<file path="config.mk">
export PLATFORM = sky130hd
export DESIGN_NAME = led_blink_mc
export DESIGN_NICKNAME = d
export VERILOG_FILES = /design/src/rtl/led_blink_mc_pkg.sv /design/src/rtl/led_blink_mc_chan.sv /design/src/rtl/led_blink_mc.sv
export SDC_FILE = /design/constraint.sdc
export NUM_CORES = 1
export LEC_CHECK = 0
export ABC_AREA = 1
export CAP_MARGIN = 20
export CORE_ASPECT_RATIO = 0.6
export CORE_MARGIN = 4
export CORE_UTILIZATION = 57
export CTS_BUF_LIST = sky130_fd_sc_hd__clkbuf_4 sky130_fd_sc_hd__clkbuf_8
export DETAILED_ROUTE_END_ITERATION = 16
export HOLD_SLACK_MARGIN = 0.08
export PLACE_DENSITY = 0.74
export SLEW_MARGIN = 25
export SYNTH_ARGS = -nofsm -noshare
export SYNTH_HDL_FRONTEND = slang
export SYNTH_SLANG_ARGS = --single-unit
</file>
<file path="constraint.sdc">
create_clock -name clk100 -period 5.85 [get_ports clk100]
set_input_delay 1.755 -clock clk100 [delete_from_list [all_inputs] [get_ports clk100]]
set_output_delay 1.755 -clock clk100 [all_outputs]
set_load 0.1 [all_outputs]
</file>
<file path="src/rtl/led_blink_mc_pkg.sv">
// Shared types and helpers for the multi-channel LED blinker.
package led_pkg;

  typedef enum logic [1:0] {LED_OFF, LED_ON, LED_BLINK, LED_BURST} led_mode_t;

  typedef enum logic [1:0] {CH_IDLE, CH_RUN, CH_DONE} chan_state_t;

  // Out-of-range divider selects saturate at the counter MSB instead of wrapping.
  function automatic int clamp_div(input int div, input int cnt_w);
    return (div > cnt_w - 1) ? cnt_w - 1 : div;
  endfunction

endpackage

</file>
<file path="src/rtl/led_blink_mc_chan.sv">
// One LED channel: latched config, period counter, burst FSM, output register.
module led_chan
  import led_pkg::*;
#(
  parameter int DIV_W   = 5,
  parameter int CNT_W   = 32,
  parameter int BURST_W = 4
) (
  input  logic               clk100,
  input  logic               rstn,
  input  logic               tick,
  input  logic               wren,
  input  logic [DIV_W-1:0]   div_i,
  input  logic [1:0]         mode_i,
  input  logic [BURST_W-1:0] burst_i,
  output logic               led_o,
  output logic               busy_o
);

  localparam int IDX_W = (CNT_W > 1) ? $clog2(CNT_W) : 1;

  led_mode_t          mode_q;
  logic [DIV_W-1:0]   div_q;
  logic [BURST_W-1:0] burst_q;
  logic [BURST_W-1:0] pcnt_q;
  logic [CNT_W-1:0]   cnt_q;
  logic [CNT_W-1:0]   cnt_inc;
  logic [IDX_W-1:0]   div_eff;
  chan_state_t        state_q, state_d;
  logic               led_q, led_d;
  logic               run_cnt;
  logic               fall;
  logic               last_period;

  assign div_eff     = IDX_W'(clamp_div(32'(div_q), CNT_W));
  assign cnt_inc     = cnt_q + CNT_W'(1);
  assign run_cnt     = (mode_q == LED_BLINK) || (mode_q == LED_BURST && state_q == CH_RUN);
  // A period ends when the selected bit drops 1->0 as the counter advances.
  assign fall        = tick && run_cnt && cnt_q[div_eff] && !cnt_inc[div_eff];
  assign last_period = (pcnt_q + BURST_W'(1)) == burst_q;

  // Config latch, counter and period count; a load overrides any completion.
  always_ff @(posedge clk100 or negedge rstn) begin
    if (!rstn) begin
      mode_q  <= LED_OFF;
      div_q   <= '0;
      burst_q <= '0;
      pcnt_q  <= '0;
      cnt_q   <= '0;
    end else if (wren) begin
      mode_q  <= led_mode_t'(mode_i);
      div_q   <= div_i;
      burst_q <= burst_i;
      pcnt_q  <= '0;
      cnt_q   <= '0;
    end else begin
      if (run_cnt && tick) cnt_q <= cnt_inc;
      if (state_q == CH_RUN && fall) pcnt_q <= pcnt_q + BURST_W'(1);
    end
  end

  // FSM state and registered LED drive.
  always_ff @(posedge clk100 or negedge rstn) begin
    if (!rstn) begin
      state_q <= CH_IDLE;
      led_q   <= 1'b0;
    end else begin
      state_q <= state_d;
      led_q   <= led_d;
    end
  end

  // Next state and LED value derived from the current channel state.
  always_comb begin
    state_d = state_q;
    led_d   = 1'b0;
    if (wren) begin
      if (mode_i == LED_BURST) state_d = (burst_i != '0) ? CH_RUN : CH_DONE;
      else                     state_d = CH_IDLE;
    end else if (state_q == CH_RUN && fall && last_period) begin
      state_d = CH_DONE;
    end
    case (mode_q)
      LED_OFF:   led_d = 1'b0;
      LED_ON:    led_d = 1'b1;
      LED_BLINK: led_d = cnt_q[div_eff];
      LED_BURST: led_d = (state_q == CH_RUN) && cnt_q[div_eff];
      default:   led_d = 1'b0;
    endcase
  end

  assign led_o  = led_q;
  assign busy_o = (state_q == CH_RUN);

endmodule

</file>
<file path="src/rtl/led_blink_mc.sv">
// Multi-channel LED blinker: shared prescaler plus N_CH independent channels.
module led_blink_mc
  import led_pkg::*;
#(
  parameter int N_CH     = 2,
  parameter int DIV_W    = 5,
  parameter int CNT_W    = 32,
  parameter int PRESCALE = 1,
  parameter int BURST_W  = 4
) (
  input  logic               clk100,
  input  logic               rstn,
  input  logic [N_CH-1:0]    wren_i,
  input  logic [DIV_W-1:0]   div_i,
  input  logic [1:0]         mode_i,
  input  logic [BURST_W-1:0] burst_i,
  output logic [N_CH-1:0]    led_o,
  output logic [N_CH-1:0]    busy_o
);

  logic tick;

  generate
    if (PRESCALE <= 1) begin : g_no_ps
      assign tick = 1'b1;
    end else begin : g_ps
      localparam int PS_W = $clog2(PRESCALE);
      logic [PS_W-1:0] ps_q;
      // Free-running prescaler; writes never disturb it so ticks stay evenly spaced.
      always_ff @(posedge clk100 or negedge rstn) begin
        if (!rstn)                            ps_q <= '0;
        else if (ps_q == PS_W'(PRESCALE - 1)) ps_q <= '0;
        else                                  ps_q <= ps_q + PS_W'(1);
      end
      assign tick = (ps_q == PS_W'(PRESCALE - 1));
    end
  endgenerate

  generate
    for (genvar c = 0; c < N_CH; c++) begin : g_ch
      led_chan #(
        .DIV_W   (DIV_W),
        .CNT_W   (CNT_W),
        .BURST_W (BURST_W)
      ) u_chan (
        .clk100  (clk100),
        .rstn    (rstn),
        .tick    (tick),
        .wren    (wren_i[c]),
        .div_i   (div_i),
        .mode_i  (mode_i),
        .burst_i (burst_i),
        .led_o   (led_o[c]),
        .busy_o  (busy_o[c])
      );
    end
  endgenerate

endmodule

</file>
Word level (Yosys, flattened, before mapping)
Cells that the tools add are included.
- add/sub/neg operators: 4
- multiply operators: 0
- div/mod/pow operators: 0
- $lt $le $gt $ge: 2
- eq/ne operators: 11
- shift operators: 0
- mux-type cells: 24
- bitwise operators: 0
- reductions and logical operators: 25
- operators by type and width (cell ; count):
    2-to-1 mux 32 bit ; 4
    adder 32 x 1 -> 32 bit (second input constant) ; 2
    binary-select mux 1 bit (select 5 bit) ; 4
    2-to-1 mux 4 bit ; 4
    logical AND 1 bit ; 12
    less-than comparator 5 x 6 -> 1 bit (second input constant) ; 2
    2-to-1 mux 2 bit ; 6
    nonzero test 2 bit ; 6
    equality test 2 bit (second input constant) ; 5
    adder 4 x 1 -> 4 bit (second input constant) ; 2
    equality test 2 x 1 -> 1 bit (second input constant) ; 4
    equality test 4 bit ; 2
    one-hot mux 1 bit (4 select lines) ; 2
    logical NOT 2 bit ; 2
    2-to-1 mux 1 bit ; 4
    nonzero test 4 bit ; 1
    logical NOT 1 bit ; 2
    logical OR 1 bit ; 2
- bits in registers: 100
- latch bits: 0
- bits in writable memories: 0
- bits in read-only memories: 0
- input bits: 15
- output and inout port bits: 4
- word-level logic and storage cells: 80
- memories: 0

Depth between registers and ports, before layout
Gate-level depths: netlist of the first run.
- depth after elaboration: 9
- depth in mapped cells: 17
- gate-level depth less buffers: 17

Cells and area by module
From an unflattened synthesis of the first run, not the netlist that was laid out.
- cells, all modules: 1131
- area total of the unflattened synthesis: 7263.2 µm²
- modules (own cells, without submodules) (module ; times used ; cells an instance ; area each (µm²) ; seq. area each (µm²)):
    led_chan ; 2 ; 565 ; 3629.7 ; 1251.2
    led_blink_mc ; 1 ; 1 ; 3.8 ; 0.0

Worst setup path before layout of the first run
Ideal clock, no wire load.
- path kind: input-to-reg
- start point: input wren_i[1]
- end point: register g_ch[1].u_chan.cnt_q[23]
- setup time: 0.083 ns
- data arrival time: 2.799 ns
- required time: 5.767 ns
- slack: 2.968 ns
- stages on the path: 7
- path buffers: 2
- cell sequence: inv_1 nand2_1 a21oi_1 clkbuf_1 clkbuf_1 nand2_1 o21ai_0
- word-level cells in the longest chain between the ends: 1
- elaborated cells on any way between the ends: 2
- those cells by class: 1 x mux; 1 x reduce/logical
- ends and longest elaborated chain (element ; RTL line ; text):
    start: declaration ; led_blink_mc.sv:13 ; input logic [N_CH-1:0] wren_i,
    2-to-1 mux 32 bit or nonzero test 2 bit (tied branches) ; -- ;
    end signal: assignment ; led_blink_mc_chan.sv:57 ; if (run_cnt && tick) cnt_q <= cnt_inc;
    end: declaration ; led_blink_mc_chan.sv:26 ; logic [CNT_W-1:0] cnt_q;
Parallel ways exist; a longest one is shown, timed or not.
A chain may end at the register's enable or synchronous reset.

Worst setup path after layout of the first run
- start point: register g_ch[0].u_chan.state_q[1]
- end point: output busy_o[0]
- word-level cells in the longest chain between the ends: 1
- ends and longest elaborated chain (element ; RTL line ; text):
    start: declaration ; led_blink_mc_chan.sv:29 ; chan_state_t state_q, state_d;
    start signal: assignment ; led_blink_mc_chan.sv:68 ; state_q <= state_d;
    equality test 2 x 1 -> 1 bit ; led_blink_mc_chan.sv:93 ; assign busy_o = (state_q == CH_RUN);
    end: declaration ; led_blink_mc.sv:18 ; output logic [N_CH-1:0] busy_o
No other way between the ends.

==> results of run 1 <==
[registers in the layout, indices dropped and copies added, names as in the netlist]
signal,flops
g_ch.u_chan.burst_q,8
g_ch.u_chan.div_eff,10
g_ch.u_chan.mode_q,4
g_ch.u_chan.cnt_q,64
g_ch.u_chan.led_o,2
g_ch.u_chan.state_q,4
g_ch.u_chan.pcnt_q,8
[per-layer routing]
metal  vias up  GRT usage
met3        16     0.1420
met4         0    0.04188
met2       506     0.3610
met5         -          0
met1      3464     0.5358
li1       3705          -
[critical path, cell delays in order, from the launching register on]
cell,delay (ns)
dfrtp_1,0.39
nor2_1,0.33
clkdlybuf4s50_1,1.21
[area by class of cell]
cell class	instances	area share
repair buffers	25	0.02962
flip-flops and latches	100	0.3220
clock inverters	5	0.007728
well taps	165	0.02657
multi-input cells	876	0.5382
inverters	120	0.05796
clock buffers	11	0.01787
[power breakdown]
group | total [mW] | internal, mW | switching [mW]
Combinational | 0.289 | 0.0821 | 0.207
Sequential | 0.742 | 0.713 | 0.0289
Clock | 0.473 | 0.210 | 0.263
[logic make-up after synthesis]
group	synth area share
AOI/OAI and AO/OA	0.1323
xor gates and xnor gates	0.02510
adders and majority gates	0.006830
buffers and inverters	0.08861
DFF	0.3415
and+or+nand+nor	0.4057
[how the worst max path moves through the flow]
| stage | end | slack [ns] | cells after the start |
|---|---|---|---|
| floorplan | g_ch[1].u_chan.cnt_q[23]$_DFFE_PN0P_ | 2.97 | 7 |
| global placement | g_ch[0].u_chan.cnt_q[16]$_DFFE_PN0P_ | 1.88 | 5 |
| detailed placement | g_ch[0].u_chan.cnt_q[19]$_DFFE_PN0P_ | 1.81 | 5 |
| CTS | busy_o[0] | 1.78 | 2 |
| global route | busy_o[0] | 1.72 | 2 |
| finish | busy_o[0] | 1.78 | 2 |
[metrics by stage]
step	instances	total power [mW]
after floorplan	1138	0.9424
after global placement	1286	1.034
after detailed placement	1286	1.036
after CTS	1302	1.505
after global routing	1302	1.567
final	1302	1.504
[placed cells by master (no fill, tap or decap), types with 2 or more instances in the layout]
master             n
nand2_1          349
nand3_1          177
o21ai_0          117
inv_1            113
dfrtp_1          100
nor2_1            86
a21oi_1           33
xor2_1            17
clkdlybuf4s50_1   17
nand4_1           15
nor2_2            12
o211ai_1          11
nand2_2           11
clkbuf_8           9
nor2_4             8
buf_4              8
o21ai_1            6
nand3_2            6
inv_2              4
xnor2_1            4
ha_1               4
clkinv_1           3
o21ai_2            3
nand2_4            3
o22ai_1            3
o21bai_1           2
a21oi_4            2
nor3b_1            2
inv_6              2
clkbuf_4           2
==> flow_summary.yaml, run 1 <==
cts:
  max-clock-path-buffers: 2
  postCtsHoldBufs: 0
  htreeDepth: 3
  cts_sinks: 100
  root_buffer: "clkbuf_8"
  clk_pin_slew_ns: 0.10
  cts-resized-gates: 0
  cts_setup_buffers: 0
  clk_latency_ns: 0.38
  cts_buffers: 9
  cts_tree: "yes"
cells_and_area:
  fin_area_mm2: 0.007771
  syn_to_final_growth_pct: 6.044
  multiInputGateArea_mm2: 0.004183
  drive_gt1_frac: 0.06596
  fin_util: 0.6320
  num_antenna_cells: 0
  fillCellCount: 1145
  regArea_mm2: 0.002502
  layout.nets: 1151
die:
  dieArea_mm2: 0.01479
  die_w_um: 154.4
  initial_utilization: 0.5960
  rows: 31
  die_y_um: 95.83
  coreArea_mm2: 0.01230
  boundaryPins: 19
route:
  via_count: 7691
  wire_per_inst_um: 17.91
  wl_met2_um: 7737
  drt-initial-drc-count: 891
  firstDrtPassIters: 6
  wl_met1_um: 11260
  via_per_inst: 5.907
  routed_wl_um: 23320
  drc: 0
  wl_met3_um: 4157
  top_layer: "met4"
  ant_nets: 0
worst_setup_path:
  r2r_end: "g_ch[0].u_chan.pcnt_q[2]$_DFFE_PN0P_"
  rr_worst_depth: 12
  crit_start: "g_ch[0].u_chan.state_q[1]$_DFFE_PN0P_"
  cp_data_arrival_time_ns: 2.32
  required_ns: 4.09
  reg2reg_setup_slack_ns: 2.61
  crit_type: "reg2out"
  start_kind: "flip-flop"
  path_max_fanout: 3
  regToRegStartpoint: "g_ch[0].u_chan.div_eff[1]$_DFFE_PN0P_"
  endpoint_kind: "output port"
timing:
  fin_crit_sh: 0.6963
  worst_slack_ns: 1.777
  tns_ns: 0
  timing.fmax_ghz: 0.2455
  period_needed_ns: 4.073
  holdWs_ns: 0.5026
  worst_slew_pin_slew_ns: 1.050
  setup_viol: 0
  slew-limit-headroom: 0.2980
  fin_skew_ns: 0.01009
  rsz0062_at_grt: "false"
  drv_slew: 0
  hold_viol: 0
pwr:
  p_leak_nw: 3.455
  power_density_mw_per_mm2: 193.6
  max-vdd-ir-drop_uv: 106.5
synth:
  synthArstFlopShare: 1.000
  ys_seq_area_frac: 0.3415
  synth_area_leaders: "dfrtp_1 (34%), nand2_1 (18%), nand3_1 (12%), o21ai_0 (8.0%), inv_1 (5.8%)"
  ys.flop_type: "dfrtp_1"
  synth.most_common_cell: "nand2_1"
  synth_common_cells: "nand2_1 (349), nand3_1 (177), o21ai_0 (117)"
  yosysTopAreaCellShare: 0.3415
  ys_ff_latch: 100
  synth.distinct_cells: 32
  avgSynthCellArea_um2: 6.440
  synth_warnings: 0
  synth_edf_count: 0
  yosys.area.top_type: "dfrtp_1"
  synthesis.nets: 1157
  synthCells: 1138
  netlist_area_mm2: 0.007328
placed_design:
  place_ws_ns: 1.808
  portBuffers: 18
  dpl_cell_area_mm2: 0.007572
  hpwl_um: 17610
  gp_congestion: 0.9850
hold_path:
  holdCritStartpoint: "g_ch[1].u_chan.burst_q[0]$_DFFE_PN0P_"
  holdCritPathClass: "reg2reg"
  worstHoldEndpoint: "g_ch[1].u_chan.burst_q[0]$_DFFE_PN0P_"
  hold_path_depth: 2
job:
  maxCapViolCount: 0
global_routing:
  track_usage: 0.3204
  grt_max_degree: 71
  first_global_vias: 6494
  antenna_found_initial: 0
  grt_pass1_wl_um: 36780
  grt-ovfl-total: 0
run_status:
  status: "finished clean"
(Power assumes the default switching activity.)
==> run 2, diff against run 1 <==
Clock period 5.85 ns to 3.8 ns, I/O delays scaled along.
==> run 2 against run 1 <==
  * Total power increased by 52%
  * Flip-flop and latch count stayed put
  * Count of clock-buffer cells in the layout unchanged
  * Largest power group unchanged
  * Highest routed layer unchanged
==> flow_summary.yaml, run 2 (synthesis results as in run 1) <==
worst_setup_path:
  endpoint_kind: "flip-flop"
  rr_worst_depth: 14
  required_ns: 4.08
  path_max_fanout: 5
  start_kind: "flip-flop"
  crit_type: "reg2reg"
  cp_data_arrival_time_ns: 2.95
run_status:
  status: "finished clean"
pwr:
  switching_power_mw: 0.7873
  max-vdd-ir-drop_uv: 209.4
  p_sw_frac: 0.3446
  seq_power_share: 0.495
  power_density_mw_per_mm2: 292.6
  pwr-share-comb: 0.206
  p_int_mw: 1.497
  power_frac_clock: 0.299
  p_leak_nw: 3.483
cells_and_area:
  fillCellCount: 1193
  num_antenna_cells: 0
  drive_gt1_frac: 0.07517
  final_common_cell: "nand2_1"
  layout.nets: 1158
  largest-register: "g_ch.u_chan.cnt_q"
  layout_common_cells: "nand2_1 (349), nand3_1 (177), o21ai_0 (117), inv_1 (113), dfrtp_1 (100)"
  multiInputGateArea_mm2: 0.004183
  syn_to_final_growth_pct: 6.556
  regArea_mm2: 0.002502
  largest_register_ff_count: 64
hold_path:
  holdCritPathClass: "reg2reg"
  hold_path_depth: 2
timing:
  drv_slew: 0
  tns_ns: 0
  period_needed_ns: 2.665
  fin_skew_ns: 0.01127
  worst_slew_pin_slew_ns: 0.6068
  timing.fmax_ghz: 0.3752
  rsz0062_at_grt: "false"
  fin_crit_sh: 0.7014
  hold_viol: 0
  slew-limit-headroom: 0.5949
  setup_viol: 0
  holdWs_ns: 0.5091
cts:
  cts_buffers: 9
  clk_latency_ns: 0.38
  cts_setup_buffers: 0
  cts_tree: "yes"
  max-clock-path-buffers: 2
  cts-resized-gates: 0
  clk_pin_slew_ns: 0.10
  cts_sinks: 100
  postCtsHoldBufs: 0
  htreeDepth: 3
  root_buffer: "clkbuf_8"
die:
  die_w_um: 154.4
  initial_utilization: 0.5960
  boundaryPins: 19
  coreArea_mm2: 0.01230
  die_y_um: 95.83
  dieArea_mm2: 0.01479
  rows: 31
placed_design:
  gp_congestion: 0.9613
  portBuffers: 18
  hpwl_um: 17460
route:
  via_count: 7731
  wire_per_inst_um: 17.90
  via_per_inst: 5.906
  drt-initial-drc-count: 1108
  drc: 0
  ant_nets: 0
  firstDrtPassIters: 9
  routed_wl_um: 23430
global_routing:
  grt-ovfl-total: 0
  antenna_found_initial: 0
  first_global_vias: 6570
  grt_max_degree: 101
  track_usage: 0.3213
  grt_pass1_wl_um: 36820
job:
  maxCapViolCount: 0
run 2: changes by cell type in the layout (fill, tap and decap cells not counted), sizes merged:
cell | before | now
inv | 119 | 118
buf | 8 | 19
clkinvlp | 1 | 3
bufinv | 1 | 0
clkdlybuf4s50 | 17 | 13
run 2: critical path, cell delays in order (launching register included):
cell and delay [ns]:
dfrtp_1 0.45, nand2_1 0.14, nor2_1 0.32, nand2_1 0.20, nor2_1 0.30, nand3_1 0.15
nand3_1 0.11, nand3_1 0.08, nand3_1 0.19, nand3_1 0.10, nand2_1 0.10, nand2_2 0.09
nand2_4 0.10, nand2_1 0.05, a21oi_1 0.19
run 2: final timing paths:
path	from	to	slack (ns)
hold reg to reg	g_ch[0].u_chan.burst_q[2]$_DFFE_PN0P_	g_ch[0].u_chan.burst_q[2]$_DFFE_PN0P_	0.51
min in group asynchronous	rstn	g_ch[0].u_chan.cnt_q[23]$_DFFE_PN0P_	0.77
setup / recovery	g_ch[0].u_chan.cnt_q[16]$_DFFE_PN0P_	g_ch[0].u_chan.pcnt_q[1]$_DFFE_PN0P_	1.13
setup reg to reg	g_ch[0].u_chan.cnt_q[16]$_DFFE_PN0P_	g_ch[0].u_chan.pcnt_q[1]$_DFFE_PN0P_	1.13
max in group asynchronous	rstn	g_ch[1].u_chan.cnt_q[20]$_DFFE_PN0P_	2.54
hold / removal	g_ch[0].u_chan.burst_q[2]$_DFFE_PN0P_	g_ch[0].u_chan.burst_q[2]$_DFFE_PN0P_	0.51
run 2: through the flow:
stage | power [mW] | util | cells | area, um^2 | setup WS [ns]
CTS | 2.275 | 0.6351 | 1309 | 7809 | 1.227
finish | 2.285 | 0.6351 | 1309 | 7809 | 1.135
floorplan | 1.451 | - | 1138 | 7328 | 1.533
global placement | 1.601 | 0.6203 | 1293 | 7627 | 0.9212
detailed placement | 1.603 | 0.6203 | 1293 | 7627 | 0.8382
global route | 2.372 | 0.6351 | 1309 | 7809 | 0.9606
run 2: power by group through the flow:
| stage | Combinational (mW) | Clock [mW] | Sequential (mW) |
|---|---|---|---|
| 2_1_floorplan | 0.311 | 0 | 1.14 |
| 3_3_place_gp | 0.452 | 0 | 1.15 |
| 3_5_place_dp | 0.454 | 0 | 1.15 |
| 4_1_cts | 0.457 | 0.690 | 1.13 |
| 5_1_grt | 0.510 | 0.727 | 1.13 |
| 6_report | 0.471 | 0.684 | 1.13 |
run 2: final cells by class:
cell class              instances  area share
well taps                     165     0.02644
clock inverters                 5    0.004647
clock buffers                  11     0.01859
multi-input cells             876      0.5357
repair buffers                 32     0.03653
inverters                     120     0.05768
flip-flops and latches        100      0.3205
run 2: per-layer routing:
metal | part of all wire | routed length [um] | up-vias | GRT usage
met3 | 0.17 | 3948 | 23 | 0.1411
li1 | - | - | 3709 | -
met1 | 0.49 | 11580 | 3500 | 0.5379
met4 | 0.0080 | 187 | 0 | 0.05364
met2 | 0.33 | 7712 | 499 | 0.3552
met5 | 0 | 0 | - | 0
